File: src/rtl/fetch_ctrl.sv
// fetch_ctrl: fetch-stage sequencer.
// Owns the fetch PC, drives the instruction-bus request handshake, buffers an
// instruction while decode is stalled, and absorbs control-flow redirects.
// Ports:
//   clk, reset (async, active low)
//   ireq_valid/ireq_addr         : instruction-bus request
//   iresp_data_ok/iresp_data     : instruction-bus response
//   stall_in                     : downstream cannot accept this cycle
//   redirect_valid/redirect_pc   : jump/branch/trap target from execute
//   out_valid/out_pc/out_instr   : instruction presented to the fetch register
//   fetch_stall/fetch_jump       : bubble / squash controls for the fetch register
// Outputs are combinational: a response is passed through the same cycle it arrives.
module fetch_ctrl #(
    parameter int unsigned         XLEN     = 64,
    parameter int unsigned         INSTR_W  = 32,
    parameter logic [XLEN-1:0]     PC_RESET = XLEN'(64'h8000_0000)
) (
    input  logic               clk,
    input  logic               reset,
    output logic               ireq_valid,
    output logic [XLEN-1:0]    ireq_addr,
    input  logic               iresp_data_ok,
    input  logic [INSTR_W-1:0] iresp_data,
    input  logic               stall_in,
    input  logic               redirect_valid,
    input  logic [XLEN-1:0]    redirect_pc,
    output logic               out_valid,
    output logic [XLEN-1:0]    out_pc,
    output logic [INSTR_W-1:0] out_instr,
    output logic               fetch_stall,
    output logic               fetch_jump
);

    localparam logic [1:0] FETCH   = 2'd0;
    localparam logic [1:0] HOLD    = 2'd1;
    localparam logic [1:0] DISCARD = 2'd2;

    localparam logic [XLEN-1:0] PC_STEP    = XLEN'(4);
    localparam logic [XLEN-1:0] ALIGN_MASK = ~XLEN'(3);

    logic [1:0]         state, state_nx;
    logic [XLEN-1:0]    pc, pc_nx;
    logic [XLEN-1:0]    pend_pc, pend_pc_nx;
    logic [INSTR_W-1:0] buffer, buffer_nx;
    logic [XLEN-1:0]    tgt;

    // Redirect targets are always word aligned; low bits are dropped on load.
    assign tgt = redirect_pc & ALIGN_MASK;

    // State and datapath registers.
    always_ff @(posedge clk or negedge reset) begin
        if (!reset) begin
            state   <= FETCH;
            pc      <= PC_RESET;
            pend_pc <= '0;
            buffer  <= '0;
        end else begin
            state   <= state_nx;
            pc      <= pc_nx;
            pend_pc <= pend_pc_nx;
            buffer  <= buffer_nx;
        end
    end

    // Next-state and output decode; redirect always wins over delivery and stall.
    always_comb begin
        state_nx   = state;
        pc_nx      = pc;
        pend_pc_nx = pend_pc;
        buffer_nx  = buffer;
        ireq_valid = 1'b0;
        ireq_addr  = pc;
        out_valid  = 1'b0;
        out_pc     = '0;
        out_instr  = '0;

        case (state)
            FETCH: begin
                ireq_valid = 1'b1;
                if (redirect_valid) begin
                    if (iresp_data_ok) begin
                        pc_nx = tgt;
                    end else begin
                        // Request cannot be withdrawn; drop its response later.
                        pend_pc_nx = tgt;
                        state_nx   = DISCARD;
                    end
                end else if (iresp_data_ok) begin
                    out_valid = 1'b1;
                    out_pc    = pc;
                    out_instr = iresp_data;
                    if (stall_in) begin
                        buffer_nx = iresp_data;
                        state_nx  = HOLD;
                    end else begin
                        pc_nx = pc + PC_STEP;
                    end
                end
            end
            HOLD: begin
                if (redirect_valid) begin
                    pc_nx    = tgt;
                    state_nx = FETCH;
                end else begin
                    out_valid = 1'b1;
                    out_pc    = pc;
                    out_instr = buffer;
                    if (!stall_in) begin
                        pc_nx    = pc + PC_STEP;
                        state_nx = FETCH;
                    end
                end
            end
            DISCARD: begin
                ireq_valid = 1'b1;
                if (redirect_valid) begin
                    pend_pc_nx = tgt;
                end
                if (iresp_data_ok) begin
                    pc_nx    = redirect_valid ? tgt : pend_pc;
                    state_nx = FETCH;
                end
            end
            default: begin
                state_nx = FETCH;
            end
        endcase

        // Hold the bus and fetch register quiet while reset is asserted.
        if (!reset) begin
            ireq_valid = 1'b0;
            out_valid  = 1'b0;
            out_pc     = '0;
            out_instr  = '0;
        end
    end

    assign fetch_jump  = redirect_valid;
    assign fetch_stall = !reset || (!out_valid && !redirect_valid);

endmodule

File: config.mk
export PLATFORM = sky130hd
export DESIGN_NAME = fetch_ctrl
export DESIGN_NICKNAME = d
export VERILOG_FILES = /design/src/rtl/fetch_ctrl.sv
export SDC_FILE = /design/constraint.sdc
export NUM_CORES = 1
export LEC_CHECK = 0
export CORE_MARGIN = 10
export CORE_UTILIZATION = 49
export DETAILED_ROUTE_END_ITERATION = 16
export HOLD_SLACK_MARGIN = 0.03
export PLACE_DENSITY_LB_ADDON = 0.25
export SYNTH_ARGS = -nofsm -noshare
export SYNTH_HDL_FRONTEND = slang
export SYNTH_SLANG_ARGS = --single-unit
File: constraint.sdc
create_clock -name clk -period 3.7 [get_ports clk]
set_input_delay 0.74 -clock clk [delete_from_list [all_inputs] [get_ports clk]]
set_output_delay 0.74 -clock clk [all_outputs]
set_load 0.05 [all_outputs]
### Word level (Yosys, flattened, before mapping)

Index checks and enable logic that the tools add are counted.

* output and inout bits: 164
* memory bits (read-only): 0
* input port bits: 101
* logic and storage cells: 65
* register bits: 162
* memory bits (writable): 0
* bits in latches: 0
* memories kept: 0

* equal/unequal tests: 10
* shifts and indexed selects: 0
* bitwise operators: 1
* multipliers: 0
* $lt $le $gt $ge: 0
* divide/modulo/power cells: 0
* mux-type cells: 36
* add/sub/neg operators: 1
* reduce and logical (&&, ||, !) cells: 13

Operator list (number)
* $mux 64: 13
* $pmux 64 s2: 2
* $pmux 64 s3: 1
* $mux 32: 4
* $add 64x3->64 const B: 1
* $pmux 32 s2: 1
* $mux 2: 7
* $ne 3x3->1 const B: 4
* $ne 2x2->1 const B: 4
* $mux 1: 6
* $pmux 2 s3: 1
* $reduce_and 3->1: 2
* $reduce_and 5->1: 1
* $reduce_and 4->1: 1
* $logic_not 1->1: 3
* $reduce_bool 3->1: 1
* $eq 2x1->1 const B: 1
* $eq 2x2->1 const B: 1
* $logic_not 2->1: 1
* $pmux 1 s2: 1
* $reduce_bool 2->1: 1
* $reduce_or 2->1: 1
* $logic_and 1x1->1: 1
* $logic_or 1x1->1: 1
* $not 1->1: 1

### Logic depth before layout (Yosys ltp)

Gate-level depths: netlist of run 1.

* depth in word-level cells: 7
* mapped depth: 9
* mapped depth without buffers: 7

### Worst setup path before layout of run 1

Ideal clock, no wire load.

* path kind: input to output
* start: in redirect_valid
* end: out out_pc[54]
* buffers on the path: 1
* path slack: 0.171 ns
* required time: 2.960 ns
* cell stages on the path: 4
* data arrival time: 2.789 ns
* cells stage by stage: nor4b_1 -> o21a_1 -> clkbuf_1 -> and2_1

* word-level cells in the longest chain between the ends: 3

Ends and longest elaborated chain
* start, declared: line 25 `input logic redirect_valid,`
* $mux 64 (on tied branches): line 101, 80
* $pmux 64 s2 (*): line 77 `case (state)`
* $mux 64 (*): line 130 `if (!reset) begin`
* end, declared: line 28 `output logic [XLEN-1:0] out_pc,`

Every way passes the cells marked *; elsewhere a longest branch is shown, timed or not.

### Final worst setup path of run 1

* start: in iresp_data_ok
* end: out out_pc[61]

* word-level cells in the longest chain between the ends: 4

Ends and longest elaborated chain
* start, declared: line 22 `input logic iresp_data_ok,`
* $mux 64: line 88 `end else if (iresp_data_ok) begin`
* $mux 64: line 80 `if (redirect_valid) begin`
* $pmux 64 s2: line 77
* $mux 64: line 130

No other way between the ends.

==> key figures, run 1 <==
Outcome
  – Outcome: finished, final reports clean

Routing
  – Vias per cell: 6.00
  – Final ANT Viol Nets: 0
  – Total Routed Length: 32600 um
  – Via count: 9342
  – Wire per inst: 20.9 um
  – First DRT Iteration DRCs: 863
  – DRT Pass-1 Iters: 6
  – DRC viols: 0

Synthesis
  – Mean post-synth cell area: 8.92 um^2
  – Post-Syn Area: 0.00942 mm^2
  – Post-synthesis compound-gate area fraction: 18.9%
  – Post-synthesis async set-or-reset flop share: 100%
  – Main synth FF type: dfrtp_1
  – Ys Warns: 0
  – Post-Synthesis Net Count: 1158
  – Main combinational cell family by area after synthesis: simple AND/OR/NAND/NOR gates
  – Netlist cell types: 64
  – Top-area cell type share of the netlist area: 42.8%
  – Post-synth top area cell: dfrtp_1
  – EDFF count, synth: 0
  – Mux cell area share after synthesis: 11.4%
  – Cell count after synthesis: 1056
  – Synth top area cells: dfrtp_1 (43%), mux2_2 (11%), o21ai_0 (4.7%), and2_1 (4.4%), a21oi_1 (4.1%)
  – Post-synthesis xor/xnor area fraction: 0.465%
  – Post-synthesis adder-cell area fraction: 0.133%
  – Area share of and/or/nand/nor cells after synthesis: 21.8%
  – Number of synthesized register bits: 162
  – Register area share after synthesis: 43.0%

Global routing
  – Vias in the first global route: 9411
  – First-pass GRT wire length: 50500 um
  – Largest net degree at the start of global routing: 133
  – Total grt overflow: 0
  – Tot GR Track Use: 25.3%
  – Antenna violations before repair: 5

Run
  – Max Cap Viol: 0

Pwr
  – Max VDD drop: 0.361 mV
  – Leakage power: 5.52 nW
  – Power per cell area: 473 mW/mm^2

Floorplanning
  – DIE HEIGHT: 159 um
  – Chip width: 159 um
  – Io pins: 265
  – Core area: 0.0188 mm^2
  – Cell Rows: 50
  – Die area: 0.0252 mm^2
  – Starting Density: 50.0%

CTS
  – Worst-path clk slew: 70 ps
  – Clock Sinks: 162
  – CTS tree: done
  – Maximum clock path buffer count: 2
  – Count of hold-fix buffers inserted at cts: 0
  – Clock root buffer: clkbuf_16
  – Total CTS buffers: 17
  – Setup Buffers After CTS: 0
  – Htree depth: 4
  – Clock Latency Late Sink: 430 ps
  – Post-cts resize count: 0

Finish
  – Share of cells above drive strength 1: 20.9%
  – Fillers: 1353
  – Nets@finish: 1383
  – Multi-input logic area: 0.00501 mm^2
  – Final instance area: 0.0139 mm^2
  – FF/Latch Area: 0.00406 mm^2
  – Syn-to-layout area delta: 47.8%

Critical path
  – Worst Setup End Kind: output pin
  – Critical Path RT: 2960 ps
  – Worst setup SP type: primary input
  – CP Class: in2out
  – Critical path arrival: 2480 ps
  – Worst-path fanout max: 39

Timing
  – # setup viols final: 0
  – Period utilization: 87.0%
  – Post-route setup slack: 480 ps
  – Worst-Margin Slew: 1110 ps
  – Final hold vios: 0
  – Slew Viols, Final: 0
  – Fmax: 311 MHz
  – Setup_tns: 0 ps
  – RSZ-0062 raised after global routing: false
  – Final Critical Period: 3220 ps
  – Fin Clk Skew: 9.64 ps
  – Relative slew slack: 25.8%

Placed design
  – Setup WS pre-CTS: 470 ps
  – Port Buffers: 262
  – Detailed Place HPWL: 23100 um
  – RD Place Congestion: 0.889
  – Placement Cell Area: 0.0133 mm^2

Worst hold path
  – Type of the tightest min-delay check: in2async
## kinds of logic (layout without fill, tap and decap cells)
logic type      Yosys count  count (layout)
simple gates            403             403
compound gates          287             287
flops                   162             162
buf+inv                 102             340
mux                      96              96
xor+xnor                  5               5
fa+ha+maj                 1               1
other cells               0               4
## flip-flops by register name (all words and copies together) (netlist names)
register and cells:
buffer 32, pend_pc 64, state 2, ireq_addr 64
## cells in the mapped netlist, drive strengths merged, types with 3 or more instances
cell type  number
dfrtp         161
nor2           95
mux2           94
nand2          94
o21ai          89
a21oi          77
clkbuf         73
and2           68
nand3          33
a22oi          32
and3           28
nand4          26
nor3           22
inv            18
a211oi         12
a31oi          12
nor4           12
buf            11
o22ai           7
a221oi          6
and4            6
nor2b           6
o211ai          5
o2bb2ai         5
o31a            5
o31ai           5
or3             5
a22o            4
o311ai          4
xnor2           4
a211o           3
o22a            3
## through the flow
step | hold WS (ps) | cells | power [mW] | utilization (%)
2_1_floorplan | 444 | 1056 | 3.81 | -
3_3_place_gp | 481 | 1522 | 4.70 | 70.7
3_5_place_dp | 490 | 1522 | 4.77 | 70.7
4_1_cts | 205 | 1554 | 6.61 | 73.9
5_1_grt | 210 | 1555 | 6.88 | 73.9
6_report | 199 | 1558 | 6.59 | 73.9
## path summary, 6_finish.rpt
kind,startpoint,endpoint,slack [ps],cells past startpoint
min in group clk,pend_pc[17],pend_pc[17],500,1
worst min register to register,pend_pc[17],pend_pc[17],500,1
max in group asynchronous,reset,ireq_addr[58],2420,2
worst max-delay path,iresp_data_ok,out_pc[61],480,6
worst min-delay path,reset,ireq_addr[1],200,1
worst max register to register,ireq_addr[2],ireq_addr[36],740,7
## where the power goes
group | internal (mW) | switching [mW]
logic | 0.897 | 1.31
clock network | 1.08 | 0.749
registers | 2.13 | 0.424
total | 4.11 | 2.48
## critical path: stages
cell,delay [ps]
clkdlybuf4s50_1,480
nor4b_2,350
o21a_2,190
buf_4,310
and2_1,250
buf_12,150
## routing by layer
metal / GRT usage [%] / routed length (um)
met3: 10.4 / 3830
met4: 8.29 / 863
met2: 41.2 / 15700
met5: 0 / 12
met1: 29.7 / 12200
## layout make-up
| class | instances | share of cell area, % |
|---|---|---|
| clock buffer | 20 | 3.21 |
| clock inverter | 12 | 1.13 |
| sequential | 162 | 29.1 |
| tap | 260 | 2.34 |
| multi-input combinational | 792 | 36.0 |
| antenna | 4 | 0.0719 |
| inverter | 18 | 0.485 |
| timing repair buffer | 290 | 27.6 |
## cell usage in the layout (no fill, tap or decap), types with 17 or more instances in the layout
cell / synthesis / final
mux2_2: 94 / 94
clkdlybuf4s50_1: 0 / 161
clkbuf_16: 0 / 17
nand4_1: 26 / 26
nand3_1: 31 / 31
and2_1: 66 / 66
buf_12: 0 / 101
a21oi_1: 77 / 77
inv_1: 18 / 18
and3_1: 28 / 28
nor2_1: 95 / 94
dfrtp_1: 161 / 161
buf_4: 2 / 27
nand2_1: 94 / 94
o21ai_0: 89 / 89
a22oi_1: 32 / 32
nor3_1: 22 / 22
Note: power is estimated with default switching activity, not from simulation.
==> run 2, diff against run 1 <==
--- a/config.mk
+++ b/config.mk
@@ -10,6 +10,7 @@
 export DETAILED_ROUTE_END_ITERATION = 16
 export HOLD_SLACK_MARGIN = 0.03
 export PLACE_DENSITY_LB_ADDON = 0.25
+export REMOVE_ABC_BUFFERS = 1
 export SYNTH_ARGS = -nofsm -noshare
 export SYNTH_HDL_FRONTEND = slang
 export SYNTH_SLANG_ARGS = --single-unit
==> run 2 against run 1 <==
Effect of this change:
- routed wire length is 1.0% higher
- utilization is 0.21 points higher
- maximum frequency is 0.70% higher
- worst setup slack better by 22 ps
- combinational power is 2% higher
- non-clock buffer count is 5 higher
- via count is 1.2% higher
- hold slack worse by 43 ps
- cell count is 0.26% higher
- critical endpoint is now out_instr[16]
- global-route usage is 0.51 points higher
==> key figures, run 2 (synthesis results as in run 1) <==
Critical path
  – CP Class: in2out
  – Worst setup SP type: primary input
  – Critical Path RT: 2960 ps (about the same)
  – CP bufs+invs: 3 (unchanged)
  – Crit-path cells: clkdlybuf4s50_1 > nor4b_2 > buf_4 > a22oi_1 > nor2_1 > buf_12
  – Worst-path fanout max: 34 (-13%)
  – Slowest cell on the critical path: clkdlybuf4s50_1
  – Delay of the slowest critical-path stage: 490 ps (about the same)
  – Worst Setup End Kind: output pin
  – Top Family by Delay on Critical Path: buffers and inverters
  – Critical path arrival: 2460 ps (-20 ps)

Timing
  – Final Critical Period: 3200 ps (-22.4 ps)
  – Fin Clk Skew: 8.56 ps (-1.08 ps)
  – # setup viols final: 0 (unchanged)
  – Slew Viols, Final: 0 (unchanged)
  – Post-route setup slack: 503 ps (+22.4 ps)
  – RSZ-0062 raised after global routing: false
  – Fmax: 313 MHz (+0.70%)
  – Period utilization: 86.4% (-0.61 points)
  – Relative slew slack: 46.7% (+21 points)
  – Worst-Margin Slew: 800 ps (-311 ps)
  – Final hold vios: 0 (unchanged)

Global routing
  – Antenna violations before repair: 4 (-1)
  – Largest net degree at the start of global routing: 66 (-50%)
  – Total grt overflow: 0 (unchanged)
  – First-pass GRT wire length: 51300 um (+1.5%)
  – Tot GR Track Use: 25.8% (+0.51 points)
  – Vias in the first global route: 9576 (+1.8%)

Finish
  – Nets@finish: 1388 (+0.36%)
  – Syn-to-layout area delta: 48.2%
  – Commonest non-fill, non-tap cells in the layout: dfrtp_1 (161), clkdlybuf4s50_1 (161), buf_12 (102)
  – Fillers: 1293 (-4.4%)
  – Share of cells above drive strength 1: 21.1% (+0.26 points)

CTS
  – CTS tree: done
  – Clock Latency Late Sink: 430 ps (about the same)
  – Maximum clock path buffer count: 2 (unchanged)
  – Worst-path clk slew: 60 ps (about the same)
  – Clock root buffer: clkbuf_16
  – Total CTS buffers: 17 (unchanged)
  – Count of hold-fix buffers inserted at cts: 0 (unchanged)
  – Post-cts resize count: 0 (unchanged)
  – Htree depth: 4 (unchanged)
  – Setup Buffers After CTS: 0 (unchanged)
  – Clock Sinks: 162 (unchanged)

Routing
  – Final ANT Viol Nets: 0 (unchanged)
  – Via count: 9458 (+1.2%)
  – Vias per cell: 6.06 (+0.98%)
  – DRT Pass-1 Iters: 6 (unchanged)
  – First DRT Iteration DRCs: 954 (+11%)
  – Total Routed Length: 32900 um (+1.0%)
  – DRC viols: 0 (unchanged)
  – Wire per inst: 21.1 um (+0.77%)

Placed design
  – Detailed Place HPWL: 23300 um (+0.93%)
  – Port Buffers: 262 (unchanged)
  – RD Place Congestion: 0.917 (+3.2%)
  – Setup WS pre-CTS: 540 ps (+70.1 ps)

Floorplanning
  – DIE HEIGHT: 159 um (unchanged)
  – Chip width: 159 um (unchanged)
  – Io pins: 265 (unchanged)
  – Starting Density: 50.0% (unchanged)
  – Cell Rows: 50 (unchanged)
  – Core area: 0.0188 mm^2 (unchanged)
  – Die area: 0.0252 mm^2 (unchanged)

Pwr
  – Part of the power in combinational logic: 34.0% (+0.6 points)
  – Power Total: 6.58 mW (about the same)
  – Pint: 4.12 mW (+0.42%)
  – Max VDD drop: 0.379 mV (+4.9%)
  – Clk pwr share: 27.4% (-0.4 points)
  – Leakage power: 5.54 nW (+0.50%)
  – Sequential share of power: 38.6% (-0.2 points)
  – Switch share: 37.4% (-0.27 points)
  – Power per cell area: 472 mW/mm^2 (-0.28%)
  – P_sw: 2.46 mW (-0.71%)

Run
  – Max Cap Viol: 0 (unchanged)

Worst hold path
  – Type of the tightest min-delay check: in2async

Outcome
  – Outcome: finished, final reports clean
run 2: cell types whose count changed in the layout (fill, tap and decap cells not counted), sizes merged:
cell	previous run	this run
diode	4	5
clkinvlp	3	2
buf	129	134
clkinv	5	4
run 2: cell type report:
class | count | area [um^2] | area share (%)
Multi-Input combinational cell | 792 | 5010 | 35.9
Inverter | 18 | 67.6 | 0.484
Antenna cell | 5 | 12.5 | 0.0896
Timing Repair Buffer | 295 | 3900 | 27.9
Sequential cell | 162 | 4060 | 29.0
Clock inverter | 10 | 134 | 0.959
Tap cell | 260 | 325 | 2.33
Clock buffer | 20 | 457 | 3.27
run 2: power by group through the flow:
stage | combinational (mW) | clock, mW | sequential [mW]
2_1_floorplan | 0.825 | 0 | 2.96
3_5_place_dp | 2.24 | 0 | 2.56
3_3_place_gp | 2.19 | 0 | 2.53
4_1_cts | 2.25 | 1.82 | 2.53
5_1_grt | 2.38 | 1.91 | 2.59
6_report | 2.24 | 1.81 | 2.54
run 2: layer usage:
metal	track usage [%]	wire length [um]	share of wire, %
met5	0	28	0.085
met4	7.45	710	2.2
met3	10.5	4250	13
met2	42.1	15900	48
met1	30.7	12000	36
run 2: worst reg2reg max path, stage by stage, from the launching register on:
cell,delay (ps)
dfrtp_1,450
ha_1,240
nand3_2,200
or4_4,600
or4_4,510
or3_4,410
a31o_1,210
a32o_1,200
run 2: stage by stage:
stage | instance area [um^2] | instances | utilization [%] | hold slack, ps | TNS [ps]
floorplan | 9090 | 972 | - | 444 | -449330
global placement | 13400 | 1527 | 71.0 | 480 | 0
detailed placement | 13400 | 1527 | 71.0 | 491 | 0
CTS | 14000 | 1557 | 74.1 | 156 | 0
global route | 14000 | 1557 | 74.1 | 148 | 0
finish | 14000 | 1562 | 74.2 | 157 | 0
run 2: final timing paths:
kind / startpoint / endpoint / slack, ps / depth (start not counted)
max: iresp_data_ok / out_instr[16] / 500 / 6
min: reset / pend_pc[24] / 160 / 1
max reg2reg: ireq_addr[2] / ireq_addr[36] / 770 / 7
min reg2reg: pend_pc[54] / pend_pc[54] / 500 / 1
max in group asynchronous: reset / ireq_addr[37] / 2100 / 3
min in group clk: pend_pc[54] / pend_pc[54] / 500 / 1
==> run 3, diff against run 2 <==
--- a/config.mk
+++ b/config.mk
@@ -11,6 +11,7 @@
 export HOLD_SLACK_MARGIN = 0.03
 export PLACE_DENSITY_LB_ADDON = 0.25
 export REMOVE_ABC_BUFFERS = 1
+export SETUP_SLACK_MARGIN = 0.5
 export SYNTH_ARGS = -nofsm -noshare
 export SYNTH_HDL_FRONTEND = slang
 export SYNTH_SLANG_ARGS = --single-unit
==> run 3 against run 2 <==
Effect of this change:
- count of clock-buffer cells in the layout is the same
- cell count unchanged
- design area rose by 0.31%
- via count about the same
- die area unchanged
- register-to-register slack is essentially flat
- sequential power about the same
- non-clock buffer count up 1
- highest routed layer unchanged
==> key figures, run 3 (synthesis results as in run 1) <==
Outcome
  – Outcome: finished, final reports clean

Finish
  – Nets@finish: 1389 (+0.072%)
  – Fillers: 1289 (-0.31%)
  – Multi-input logic area: 0.00503 mm^2 (+0.35%)
  – Commonest non-fill, non-tap cells in the layout: dfrtp_1 (161), clkdlybuf4s50_1 (161), buf_12 (102)
  – Final Util: 74.4% (+0.23 points)
  – Final instance area: 0.0140 mm^2 (+0.31%)
  – Syn-to-layout area delta: 48.7%
  – Share of cells above drive strength 1: 21.3% (+0.14 points)
  – FF/Latch Area: 0.00406 mm^2 (unchanged)

Global routing
  – Tot GR Track Use: 25.8% (unchanged)
  – Largest net degree at the start of global routing: 66 (unchanged)
  – Total grt overflow: 0 (unchanged)
  – First-pass GRT wire length: 51300 um (unchanged)
  – Vias in the first global route: 9576 (unchanged)
  – Antenna violations before repair: 4 (unchanged)

Routing
  – Via count: 9460 (+0.021%)
  – DRC viols: 0 (unchanged)
  – Vias per cell: 6.06 (about the same)
  – First DRT Iteration DRCs: 986 (+3.4%)
  – Final ANT Viol Nets: 0 (unchanged)
  – Wire per inst: 21.2 um (+0.50%)
  – DRT Pass-1 Iters: 6 (unchanged)
  – Total Routed Length: 33100 um (+0.50%)

Timing
  – Slew Viols, Final: 0 (unchanged)
  – Period utilization: 84.1% (-2.3 points)
  – Fmax: 321 MHz (+2.8%)
  – RSZ-0062 raised after global routing: false
  – Final Critical Period: 3110 ps (-86.0 ps)
  – Worst-Margin Slew: 768 ps (-31.7 ps)
  – Fin Clk Skew: 9.54 ps (+0.977 ps)
  – # setup viols final: 0 (unchanged)
  – Post-route setup slack: 589 ps (+86.0 ps)
  – Relative slew slack: 48.8% (+2.1 points)
  – Setup_tns: 0 ps (unchanged)
  – Final hold vios: 0 (unchanged)

Pwr
  – Power per cell area: 471 mW/mm^2 (-0.18%)
  – Pint: 4.13 mW (about the same)
  – Sequential share of power: 38.6% (about the same)
  – Leakage power: 5.56 nW (+0.32%)
  – P_sw: 2.46 mW (+0.19%)
  – Part of the power in combinational logic: 34.1% (about the same)
  – Switch share: 37.4% (about the same)
  – Power Total: 6.59 mW (+0.13%)
  – Max VDD drop: 0.377 mV (-0.42%)
  – Clk pwr share: 27.4% (about the same)

CTS
  – Clock Sinks: 162 (unchanged)
  – Worst-path clk slew: 60 ps (about the same)
  – Htree depth: 4 (unchanged)
  – Maximum clock path buffer count: 2 (unchanged)
  – Total CTS buffers: 17 (unchanged)
  – Clock root buffer: clkbuf_16
  – Clock Latency Late Sink: 430 ps (about the same)
  – CTS tree: done
  – Setup Buffers After CTS: 0 (unchanged)

Floorplanning
  – DIE HEIGHT: 159 um (unchanged)
  – Io pins: 265 (unchanged)
  – Die area: 0.0252 mm^2 (unchanged)
  – Chip width: 159 um (unchanged)
  – Cell Rows: 50 (unchanged)
  – Starting Density: 50.0% (unchanged)
  – Core area: 0.0188 mm^2 (unchanged)

Placed design
  – Setup WS pre-CTS: 540 ps (unchanged)
  – Port Buffers: 262 (unchanged)
  – RD Place Congestion: 0.917 (unchanged)
  – Placement Cell Area: 0.0134 mm^2 (unchanged)
  – Detailed Place HPWL: 23300 um (unchanged)

Critical path
  – Critical Path RT: 2960 ps (about the same)
  – Slowest cell on the critical path: clkdlybuf4s50_1
  – Critical path arrival: 2370 ps (-90 ps)
  – Delay of the slowest critical-path stage: 500 ps (about the same)
  – Worst-path fanout max: 30 (-12%)
  – Most used cell, CP: buf_12
  – CP Class: in2out
  – Crit-path cells: clkdlybuf4s50_1 > nor4b_4 > o21a_4 > buf_12 > and2_1 > buf_12
  – Worst Setup End Kind: output pin
  – Worst setup SP type: primary input
  – Reg2Reg Setup Slack: 770 ps (about the same)

Run
  – Max Cap Viol: 0 (unchanged)

Worst hold path
  – Type of the tightest min-delay check: in2async
## run 3: power groups by stage
stage	clock network, mW	registers [mW]	logic, mW
6_report	1.81	2.54	2.25
5_1_grt	1.91	2.60	2.39
4_1_cts	1.82	2.53	2.25
3_5_place_dp	0	2.56	2.24
3_3_place_gp	0	2.53	2.19
2_1_floorplan	0	2.96	0.825
## run 3: cell type report
cell class              instances  area share (%)
multi-input cells             792            35.9
flip-flops and latches        162            29.0
repair buffers                296            28.0
clock buffers                  20            3.26
well taps                     260            2.32
clock inverters                10           0.956
inverters                      18           0.482
diodes                          4          0.0715
## run 3: through the flow
stage               instances  hold slack, ps
finish                   1562             163
global route             1558             150
CTS                      1557             156
detailed placement       1527             491
global placement         1527             480
floorplan                 972             444
## run 3: path summary, 6_finish.rpt
kind,from,depth (start not counted),endpoint
worst max register to register,ireq_addr[2],7,ireq_addr[36]
max in group asynchronous,reset,3,ireq_addr[37]
worst min-delay path,reset,1,pend_pc[24]
min in group clk,pend_pc[54],1,pend_pc[54]
worst max-delay path,iresp_data_ok,6,out_pc[19]
worst min register to register,pend_pc[54],1,pend_pc[54]
## run 3: metal layers
metal  global-route usage, %  wire length [um]  part of all wire (%)  up-vias
li1                        -                 -                     -     4304
met1                    30.7             12200                    37     4571
met2                    42.1             16000                    48      514
met3                    10.5              4250                    13       67
met4                    7.45               660                   2.0        4
met5                       0                28                 0.085        -
## run 3: repair_timing
action / 4_1_cts / 5_1_grt
gates resized for setup: 0 / 4
setup endpoints to repair: 0 / 91
hold buffers: 0 / 0
## run 3: critical path, delay by kind of cell
| family | cells | cell delay, ps |
|---|---|---|
| and+or+nand+nor | 2 | 520 |
| AOI/OAI and AO/OA | 1 | 260 |
| buffers and inverters | 3 | 850 |
